[src/rtl/mem_lsu.sv]
// mem_lsu: memory-stage load/store unit. Accepts one load/store from EX,
// runs a single-outstanding data-bus transaction, and formats load data
// for the writeback merge port.
//   Ports: i_clk/i_rst_n; EX side i_valid, i_ld, i_st, i_funct3, i_addr,
//          i_wdata, i_rd_addr; o_busy (EX hold); writeback o_rd_addr,
//          o_rd_data; o_fault pulse; data bus o_bus_* / i_bus_*.
//   Latency: accept N -> req N+1; load writeback the cycle after rvalid
//            (minimum 3 cycles). Only o_busy is combinational.
module mem_lsu #(
   parameter int unsigned BUS_TIMEOUT = 255
) (
   input  logic        i_clk,
   input  logic        i_rst_n,
   input  logic        i_valid,
   input  logic        i_ld,
   input  logic        i_st,
   input  logic [2:0]  i_funct3,
   input  logic [31:0] i_addr,
   input  logic [31:0] i_wdata,
   input  logic [4:0]  i_rd_addr,
   output logic        o_busy,
   output logic [4:0]  o_rd_addr,
   output logic [31:0] o_rd_data,
   output logic        o_fault,
   output logic        o_bus_req,
   output logic        o_bus_we,
   output logic [31:0] o_bus_addr,
   output logic [31:0] o_bus_wdata,
   output logic [3:0]  o_bus_be,
   input  logic        i_bus_gnt,
   input  logic        i_bus_rvalid,
   input  logic [31:0] i_bus_rdata
);

   localparam logic [7:0] TMO_LIMIT = BUS_TIMEOUT[7:0];
   localparam bit         TMO_EN    = (BUS_TIMEOUT != 0);

   typedef enum logic [1:0] {
      S_IDLE = 2'd0,
      S_REQ  = 2'd1,
      S_WAIT = 2'd2
   } state_t;

   state_t      state, state_n;
   logic [7:0]  cnt, cnt_n;
   logic        op_ld, op_ld_n;
   logic [1:0]  off, off_n;
   logic [2:0]  f3, f3_n;
   logic [4:0]  rd, rd_n;

   logic [4:0]  rd_addr_n;
   logic [31:0] rd_data_n;
   logic        fault_n;
   logic        bus_req_n;
   logic        bus_we_n;
   logic [31:0] bus_addr_n;
   logic [31:0] bus_wdata_n;
   logic [3:0]  bus_be_n;

   logic        dec_bad;
   logic        tmo_hit;
   logic [31:0] byte_sh;
   logic [31:0] half_sh;
   logic [31:0] ld_val;
   logic [3:0]  be_calc;

   assign o_busy = (state != S_IDLE);

   // Decode faults: conflicting op, illegal size, misalignment, and
   // stores carrying the zero-extend bit.
   always_comb begin
      dec_bad = 1'b0;
      if (i_ld && i_st)                                     dec_bad = 1'b1;
      if (i_funct3[1:0] == 2'b11)                           dec_bad = 1'b1;
      if (i_funct3[1:0] == 2'b01 && i_addr[0])              dec_bad = 1'b1;
      if (i_funct3[1:0] == 2'b10 && i_addr[1:0] != 2'b00)   dec_bad = 1'b1;
      if (i_st && i_funct3[2])                              dec_bad = 1'b1;
   end

   always_comb begin
      case (i_funct3[1:0])
         2'b00:   be_calc = 4'b0001 << i_addr[1:0];
         2'b01:   be_calc = i_addr[1] ? 4'b1100 : 4'b0011;
         default: be_calc = 4'b1111;
      endcase
   end

   // Lane extraction: shift the selected lane down to bit 0 then extend.
   assign byte_sh = i_bus_rdata >> {off, 3'b000};
   assign half_sh = i_bus_rdata >> {off[1], 4'b0000};

   always_comb begin
      case (f3[1:0])
         2'b00:   ld_val = f3[2] ? {24'd0, byte_sh[7:0]}
                                 : {{24{byte_sh[7]}}, byte_sh[7:0]};
         2'b01:   ld_val = f3[2] ? {16'd0, half_sh[15:0]}
                                 : {{16{half_sh[15]}}, half_sh[15:0]};
         default: ld_val = i_bus_rdata;
      endcase
   end

   assign tmo_hit = TMO_EN && (cnt == TMO_LIMIT);

   always_comb begin
      state_n     = state;
      cnt_n       = cnt;
      op_ld_n     = op_ld;
      off_n       = off;
      f3_n        = f3;
      rd_n        = rd;
      rd_addr_n   = 5'd0;
      rd_data_n   = 32'd0;
      fault_n     = 1'b0;
      bus_req_n   = o_bus_req;
      bus_we_n    = o_bus_we;
      bus_addr_n  = o_bus_addr;
      bus_wdata_n = o_bus_wdata;
      bus_be_n    = o_bus_be;

      case (state)
         S_IDLE: begin
            if (i_valid && (i_ld || i_st)) begin
               if (dec_bad) begin
                  fault_n = 1'b1;
               end else begin
                  state_n    = S_REQ;
                  cnt_n      = 8'd0;
                  op_ld_n    = i_ld;
                  off_n      = i_addr[1:0];
                  f3_n       = i_funct3;
                  rd_n       = i_rd_addr;
                  bus_req_n  = 1'b1;
                  bus_we_n   = i_st;
                  bus_addr_n = {i_addr[31:2], 2'b00};
                  bus_be_n   = be_calc;
                  if (!i_st)
                     bus_wdata_n = 32'd0;
                  else if (i_funct3[1:0] == 2'b00)
                     bus_wdata_n = {4{i_wdata[7:0]}};
                  else if (i_funct3[1:0] == 2'b01)
                     bus_wdata_n = {2{i_wdata[15:0]}};
                  else
                     bus_wdata_n = i_wdata;
               end
            end
         end
         S_REQ: begin
            // Timeout pre-empts a grant arriving in the same cycle.
            if (tmo_hit) begin
               state_n   = S_IDLE;
               bus_req_n = 1'b0;
               fault_n   = 1'b1;
            end else begin
               cnt_n = cnt + 8'd1;
               if (i_bus_gnt) begin
                  bus_req_n = 1'b0;
                  state_n   = op_ld ? S_WAIT : S_IDLE;
               end
            end
         end
         S_WAIT: begin
            if (tmo_hit) begin
               state_n = S_IDLE;
               fault_n = 1'b1;
            end else begin
               cnt_n = cnt + 8'd1;
               if (i_bus_rvalid) begin
                  state_n   = S_IDLE;
                  rd_addr_n = rd;   // x0 load still completes, but rd stays 0
                  rd_data_n = ld_val;
               end
            end
         end
         default: begin
            state_n   = S_IDLE;
            bus_req_n = 1'b0;
         end
      endcase
   end

   always_ff @(posedge i_clk or negedge i_rst_n) begin
      if (!i_rst_n) begin
         state       <= S_IDLE;
         cnt         <= 8'd0;
         op_ld       <= 1'b0;
         off         <= 2'd0;
         f3          <= 3'd0;
         rd          <= 5'd0;
         o_rd_addr   <= 5'd0;
         o_rd_data   <= 32'd0;
         o_fault     <= 1'b0;
         o_bus_req   <= 1'b0;
         o_bus_we    <= 1'b0;
         o_bus_addr  <= 32'd0;
         o_bus_wdata <= 32'd0;
         o_bus_be    <= 4'd0;
      end else begin
         state       <= state_n;
         cnt         <= cnt_n;
         op_ld       <= op_ld_n;
         off         <= off_n;
         f3          <= f3_n;
         rd          <= rd_n;
         o_rd_addr   <= rd_addr_n;
         o_rd_data   <= rd_data_n;
         o_fault     <= fault_n;
         o_bus_req   <= bus_req_n;
         o_bus_we    <= bus_we_n;
         o_bus_addr  <= bus_addr_n;
         o_bus_wdata <= bus_wdata_n;
         o_bus_be    <= bus_be_n;
      end
   end

endmodule

[config.mk]
export PLATFORM = sky130hd
export DESIGN_NAME = mem_lsu
export DESIGN_NICKNAME = d
export VERILOG_FILES = /design/src/rtl/mem_lsu.sv
export SDC_FILE = /design/constraint.sdc
export NUM_CORES = 1
export LEC_CHECK = 0
export ABC_AREA = 1
export BUFFER_PORTS_ARGS = -buffer_cell sky130_fd_sc_hd__buf_4
export CAP_MARGIN = 25
export CORE_ASPECT_RATIO = 1.4
export CORE_MARGIN = 4
export CORE_UTILIZATION = 45
export CTS_CLUSTER_DIAMETER = 40
export DETAILED_ROUTE_END_ITERATION = 12
export PLACE_DENSITY = 0.77
export SYNTH_ARGS = -nofsm -noshare
export SYNTH_HDL_FRONTEND = slang
export SYNTH_SLANG_ARGS = --single-unit
[constraint.sdc]
create_clock -name i_clk -period 1.6 [get_ports i_clk]
set_input_delay 0.16 -clock i_clk [delete_from_list [all_inputs] [get_ports i_clk]]
set_output_delay 0.16 -clock i_clk [all_outputs]
set_load 0.005 [all_outputs]
* Word level (Yosys, flattened, before mapping)
Cells that the tools add are included.
** Operators by class
- Bitwise gates (word level) :: 2
- Reductions and logical operators :: 17
- Eq/ne operators :: 12
- Multiplexer cells :: 40
- $add $sub $neg :: 1
- Shifts and indexed selects :: 3
** Operators with widths (count)
- two-way mux 32 bit :: 8
- one-hot mux 32 bit (2 select lines) :: 1
- right shift 32 x 5 -> 16 bit :: 1
- right shift 32 x 5 -> 8 bit :: 1
- two-way mux 8 bit :: 3
- one-hot mux 8 bit (2 select lines) :: 1
- two-way mux 5 bit :: 3
- two-way mux 2 bit :: 7
- two-way mux 1 bit :: 12
- AND reduction 4 bit :: 3
- adder 8 x 1 -> 8 bit, second input constant :: 1
- == test 8 bit, second input constant :: 1
- one-hot mux 4 bit (2 select lines) :: 1
- == test 2 x 1 -> 1 bit, second input constant :: 3
- == test 2 bit, second input constant :: 3
- logical NOT 2 bit :: 3
- != test 2 bit, second input constant :: 3
- != test 3 bit, second input constant :: 2
- one-hot mux 2 bit (3 select lines) :: 1
- nonzero test 2 bit :: 3
- logical AND 1 bit :: 5
- two-way mux 4 bit :: 1
- left shift 1 x 2 -> 4 bit, first input constant :: 1
- one-hot mux 1 bit (3 select lines) :: 1
- 5 further kinds :: 6
** Storage, ports and cells
- Bits in registers :: 127
- Output and inout port bits :: 109
- Logic and storage cells :: 89
- Input port bits :: 111

* Logic depth before layout (Yosys ltp)
Gate-level depths: netlist of run 1.
- Depth after elaboration :: 9
- Gate-level depth with buffers :: 11
- Depth with buffers taken out :: 9

* Worst setup path after synthesis of run 1
Ideal clock, no wire load.
- Kind :: register to register
- Start point :: reg state[0]
- End point :: reg cnt[3]
- Data required time :: 1.474 ns
- Arrival :: 1.454 ns
- Setup time :: 0.126 ns
- Period minus slack after synthesis :: 1.580 ns
- Slack :: 0.020 ns
- Cell stages (with the launch flop) :: 8
- Path buffers :: 2
- Cells stage by stage :: dfrtp_1 -> inv_1 -> ha_1 -> clkbuf_1 -> nand3_1 -> nand3_2 -> buf_2 -> o21ai_0
** On the way
- Cells in the longest elaborated chain, start to end :: 4
** Ends and longest elaborated chain
- from (decl) :: line 44 : state_t state, state_n;
- from (signal assigned) :: line 198 : state <= state_n;
- == test 2 bit / == test 2 x 1 -> 1 bit (equally long branches) :: line 120 : case (state)
- OR reduction 2 bit (no line)
- != test 2 bit (no line) / nonzero test 2 bit (equally long branches)
- AND reduction 4 bit (no line)
- to (signal assigned) :: line 199 : cnt <= cnt_n;
- to (decl) :: line 45 : logic [7:0] cnt, cnt_n;
Parallel ways exist; a longest one is shown, timed or not.
A chain may end at the register's enable or synchronous reset.

* Final worst setup path of run 1
- Start point :: reg state[1]
- End point :: reg o_bus_we
** On the way
- Cells in the longest elaborated chain, start to end :: 2
** Ends and longest elaborated chain
- logical NOT 2 bit :: line 120
- AND reduction 3 bit (no line)
- to (signal assigned) :: line 208 : o_bus_we <= bus_we_n;
- to (decl) :: line 26 : output logic o_bus_we,
Every way passes these cells.

==> results of run 1 <==
==> metrics by stage <==
step / setup WS [ns] / instances / hold slack [ns] / power, mW / utilization [%]
final: 0.0561 / 1180 / 0.0150 / 14.3 / 72.7
after global routing: -0.0790 / 1180 / 0.0110 / 15.1 / 72.7
after CTS: 0.0115 / 1170 / 0.00123 / 14.1 / 70.7
after detailed placement: -0.00768 / 1086 / 0.142 / 9.76 / 61.4
after global placement: 0.0866 / 1086 / 0.137 / 9.64 / 61.4
after floorplan: 0.0200 / 726 / -0.136 / 7.13 / -
==> power groups by stage <==
stage          clock network (mW)  logic, mW  registers (mW)
3_5_place_dp                    0       4.81            4.95
2_1_floorplan                   0       2.16            4.97
4_1_cts                      4.20       4.95            4.93
6_report                     4.15       5.15            4.97
3_3_place_gp                    0       4.69            4.95
5_1_grt                      4.34       5.67            5.11
==> layer usage <==
metal / vias to the layer above / routed length [um] / share of wire, %
met5: - / 0 / 0
met4: 0 / 619 / 3.3
met3: 45 / 1190 / 6.4
met2: 250 / 10100 / 54
met1: 2742 / 6760 / 36
li1: 2843 / - / -
==> sequential cells by signal, summed over array words and instances (netlist names) <==
register,cells
o_fault,1
o_bus_we,1
o_bus_be,4
o_bus_addr,30
op_ld,1
o_rd_addr,5
off,2
f3,3
cnt,8
o_bus_req,1
state,2
o_rd_data,32
o_bus_wdata,32
rd,5
==> placed cells by master (no fill, tap or decap), types with 2 or more instances in the layout <==
cell / n
a211oi_1: 2
a21boi_0: 7
a21oi_1: 15
a21oi_2: 2
buf_12: 6
buf_4: 240
buf_6: 2
bufinv_16: 4
clkbuf_16: 22
clkinv_4: 6
clkinvlp_4: 2
conb_1: 2
dfrtp_1: 127
dlygate4sd3_1: 52
ha_1: 3
inv_1: 27
inv_2: 4
inv_6: 3
nand2_1: 345
nand2_2: 6
nand3_1: 22
nand3_4: 2
nand4_1: 2
nor2_1: 53
nor2_2: 3
nor2_4: 2
o211ai_1: 7
o21ai_0: 40
o21ai_1: 3
or2_2: 9
==> worst max-delay path: stages (launching register included) <==
cell and delay [ns]:
dfrtp_1 0.39, inv_2 0.09, ha_4 0.15, nand2_2 0.06
nor2_4 0.14, clkinv_4 0.11, buf_4 0.17, buf_4 0.15
o21ai_0 0.19
==> final timing paths <==
check | depth (start not counted) | slack [ns] | end
worst max-delay path | 8 | 0.06 | o_bus_we
worst min-delay path | 3 | 0.01 | o_rd_data[27]
worst max register to register | 8 | 0.06 | o_bus_we
worst min register to register | 2 | 0.47 | o_bus_be[0]
max in group asynchronous | 3 | 0.70 | o_bus_addr[18]
min in group asynchronous | 2 | 0.27 | o_bus_wdata[13]
==> cell families after synthesis <==
| family | count (synthesis) | share of synthesized area, % |
|---|---|---|
| other | 1 | 0.0648 |
| XOR/XNOR | 1 | 0.151 |
| adder cells (fa/ha/maj) | 5 | 1.08 |
| AND/OR/NAND/NOR | 447 | 30.7 |
| buffers and inverters | 66 | 5.55 |
| flip-flops | 127 | 54.9 |
| AO/OA/AOI/OAI | 78 | 7.61 |
==> area by class of cell <==
class | instances | share of cell area (%)
repair buffers | 305 | 28.5
inverters | 33 | 1.45
well taps | 150 | 2.07
clock buffers | 17 | 4.69
multi-input cells | 533 | 25.9
flip-flops and latches | 127 | 35.0
clock inverters | 15 | 2.32
==> timing repair <==
action | in CTS | in global routing
endpoints found under the setup margin | 1 | 112
setup buffers | 0 | 6
hold buffers | 52 | 0
gates resized for setup | 1 | 21
pin swaps | 0 | 3
gates cloned | 0 | 6
hold endpoints to repair | 97 | 0
==> impl_results.md, run 1 <==
- Post-synth EDFFs: 0
- Biggest area consumer among synthesized cells: dfrtp_1
- Die width: 104 um
- Initial Util: 46.4%
- Outcome: finished, final reports clean
- Number of global-route vias before repair: 5674
- Most Crowded Layer GR: met2
- Global Route Usage Sum: 24.1%
- Ant. Diodes: 0
- H-tree levels: 4
- Later-pin clock latency in the skew report: 0.41 ns
- IO Pins: 220
- Cell Int Power: 9.49 mW
- Worst hold path type: in2reg
- Clock power frac: 29.1%
- Area Growth Syn to Fin: 56.7%
- R2R Path Start: state[1]
- Clk slew on worst S/H paths: 0.06 ns
- Combinational group share of total power: 36.1%
- Core ar.: 12500 um2
- GRT met3 Usage: 5.58%
- Drt wl/cell: 15.9 um
- Placer Congestion: 0.873
- Area after DPL: 7670 um2
- Worst Hold Launch: i_bus_rdata[27]
- Worst-margin pin slew: 0.567 ns
- Share of power burned in registers: 34.8%
- Startpoint types: flop
- Register area: 3180 um2
- TNS Setup: 0 ns
- Final period util: 96.5%
- Max frequency: 648 MHz
- Post-DP HPWL: 12.0 mm
- Switching share of power: 33.5%
- PD cells: 1570 nW/um2
- Largest net degree at the start of global routing: 50
- Fin. Hold Viols: 0
- Clock root buffer master: clkbuf_16
- Mapped Area: 5790 um2
- Number of remaining DRC errors: 0
- Crit path capture type: flop
- Cts bufs inserted: 17
- YS warnings: 0
- Critical path type: reg2reg
- Site Rows: 48
- Max Cap Viol: 0
- Final-layout fill cell count: 939
- Setup crit start: state[1]
- Area of the multi-input gates: 2350 um2
- Peak supply drop: 0.729 mV
- Die area: 14800 um2
- Antenna Violating Nets Remaining: 0
- Top cells by area, synth: dfrtp_1 (55%), nand2_1 (23%), nor2_1 (3.5%), o21ai_0 (3.5%), nand3_1 (1.9%)
- Final Cell Area: 9080 um2
- CTS tree: built
- Grt met2 use: 44.6%
- Final global-route overflow total: 0
- Die H: 142 um
- Initial DRC Count: 299
- Register bit total from synthesis: 127
- Clk buf depth: 2
- Antenna violations before repair: 0
- Layout cells sized above 1: 31.1%
- FFs w/ async S/R, synth: 100%
- Critical Path Fanout Max: 7
- Synth cell count leaders: nand2_1 (350), dfrtp_1 (127), nor2_1 (54), o21ai_0 (40), inv_1 (29)
- CTS sink cnt: 127
- Syn Inst Count: 725
- NetSw: 4.78 mW
- First-pass GRT wire length: 28.4 mm
- Synth Area per Inst: 7.99 um2
- DRT Wirelength: 18.7 mm
- Minimum clock period: 1.54 ns
- Cell variety after synth: 30
- Final #Nets: 1133
- Yosys top cell area share: 54.9%
- Port bufs: 217
- Final setup fails: 0
- Slew headroom: 62.1%
- Setup Skew: 0.0109 ns
- Vias/cell: 4.98
- CP arrival: 1.85 ns
- Met1 usage in global routing: 26.6%
- CP required: 1.91 ns
- Vias: 5880
- Ys flop type: dfrtp_1
- Most frequent cell after synthesis: nand2_1
- Seq/Total Area, Yosys: 54.9%
- Leakage Power: 4.95 nW
- Drt pass-1 iters: 5
- Max Transition Viols Final: 0
(Power assumes the default switching activity.)
==> run 2: changes to the inputs <==
Settings changed: CORE_ASPECT_RATIO 1.4 to 0.75.
==> run 2 against run 1 <==
Hold slack improved by 0.0021 ns; largest power group unchanged; final area is 1.0% lower; combinational power barely moved; sequential power increased by 1%; final cell count rose by 1.1%; count of clock-buffer cells in the layout up 2.
==> impl_results.md, run 2 (synthesis gave the netlist of run 1 again) <==
- Drt pass-1 iters: 7
- Setup Skew: 0.00740 ns
- CP cell instances: inv_1 -> ha_2 -> inv_1 -> buf_4 -> buf_4
- Share of power burned in registers: 34.8%
- Clk buf depth: 2
- Global Route Usage Sum: 26.3%
- Site Rows: 35
- Later-pin clock latency in the skew report: 0.40 ns
- PD cells: 1610 nW/um2
- Cell Int Power: 9.64 mW
- Reg2Reg Depth: 9
- Final-layout fill cell count: 907
- Final #Nets: 1130
- Antenna violations before repair: 0
- Fin util: 72.2%
- Worst hold path type: in2reg
- Cts bufs inserted: 17
- Area after DPL: 7730 um2
- Outcome: finished, final reports clean
- Clock power frac: 29.4%
- Initial Util: 46.6%
- DRT Wirelength: 19.5 mm
- Final period util: 96.6%
- Peak supply drop: 0.949 mV
- First-pass GRT wire length: 30.8 mm
- Vias: 5908
- Critical path type: reg2out
- Initial DRC Count: 390
- Placer Congestion: 0.911
- Worst-margin pin slew: 0.654 ns
- Combinational group share of total power: 35.8%
- Area Growth Syn to Fin: 55.1%
- Max Transition Viols Final: 0
- IO Pins: 220
- H-tree levels: 4
- CP required: 1.44 ns
- PnR Total Power: 14.5 mW
- Largest net degree at the start of global routing: 51
- Critical path's slowest cell: dfrtp_1
- NetSw: 4.81 mW
- Die area: 14800 um2
- Max frequency: 647 MHz
- RSZ-0062 raised after global routing: yes
- CP max stage delay: 0.38 ns
- Die width: 139 um
- CTS sink cnt: 127
- Leakage Power: 4.91 nW
- TNS Setup: 0 ns
- Fin. Hold Viols: 0
- Switching share of power: 33.3%
- Crit path capture type: primary output
- Hold path cells: 3
- Number of remaining DRC errors: 0
- Slew headroom: 56.2%
- Post-DP HPWL: 13.0 mm
- Most frequent cells in the layout: nand2_1 (348), buf_4 (246), dfrtp_1 (127), nor2_1 (53), dlygate4sd3_1 (49)
- CTS tree: built
- Max Cap Viol: 0
- Most common cell after layout, fill and taps aside: nand2_1
- Vias/cell: 4.95
- Die H: 106 um
- Number of global-route vias before repair: 5780
- Antenna Violating Nets Remaining: 0
- Clk slew on worst S/H paths: 0.06 ns
- Ant. Diodes: 0
- Port bufs: 217
- Layout cells sized above 1: 30.8%
- Critical Path Fanout Max: 3
- Core ar.: 12400 um2
- Largest regs: o_bus_wdata x32, o_rd_data x32, o_bus_addr x30
- Final setup fails: 0
- Final global-route overflow total: 0
- Startpoint types: flop
- Drt wl/cell: 16.3 um
- Minimum clock period: 1.55 ns
- CP arrival: 1.39 ns
- Final Cell Area: 8980 um2
- Clock root buffer master: clkbuf_16
run 2: power by group through the flow:
stage          Sequential (mW)  Combinational (mW)  Clock (mW)
2_1_floorplan             4.97                2.16           0
3_3_place_gp              4.99                4.72           0
3_5_place_dp              4.99                4.83           0
4_1_cts                   4.98                4.99        4.31
5_1_grt                   5.15                5.73        4.46
6_report                  5.03                5.17        4.25
run 2: final timing paths:
check	start	endpoint	slack (ns)
min in group asynchronous	i_rst_n	o_rd_addr[0]	0.23
max in group asynchronous	i_rst_n	o_rd_data[26]	0.82
min reg2reg	o_bus_wdata[22]	o_bus_wdata[22]	0.48
max reg2reg	cnt[1]	state[0]	0.08
min	i_bus_rdata[16]	o_rd_data[16]	0.02
max	state[1]	o_busy	0.05
run 2: critical path: cells and delay by family, from the launching register on:
family                   cells  cell delay [ns]
buffers and inverters        4             0.40
flip-flops                   1             0.38
adder cells (fa/ha/maj)      1             0.19
run 2: layer usage:
metal / global-route usage (%) / share of wire (%)
met1: 34.5 / 42
met2: 43.4 / 48
met3: 8.77 / 8.8
met4: 4.82 / 1.0
met5: 0 / 0
run 2: what timing repair did:
item                       in CTS  in global routing
hold endpoints to repair       73                  0
resized for setup               2                 13
cloned                          0                  1
pin swaps                       0                  2
hold buffers                   49                  0
buffers inserted                1                  3
setup endpoints to repair       3                102
run 2: cell type report:
type,instances,area (um2),share of cell area [%]
sequential,127,3180,35.4
timing repair buffer,302,2470,27.5
multi-input combinational,533,2340,26.1
clock buffer,19,443,4.93
clock inverter,13,211,2.35
tap,166,208,2.31
inverter,33,126,1.41
run 2: per-stage QoR:
step	hold slack [ns]	std cells	worst slack (ns)
after floorplan	-0.136	726	0.0200
after global placement	0.114	1107	-0.0797
after detailed placement	0.118	1107	-0.0798
after CTS	0.00101	1189	0.0153
after global routing	0.00716	1193	-0.0478
final	0.0171	1193	0.0537
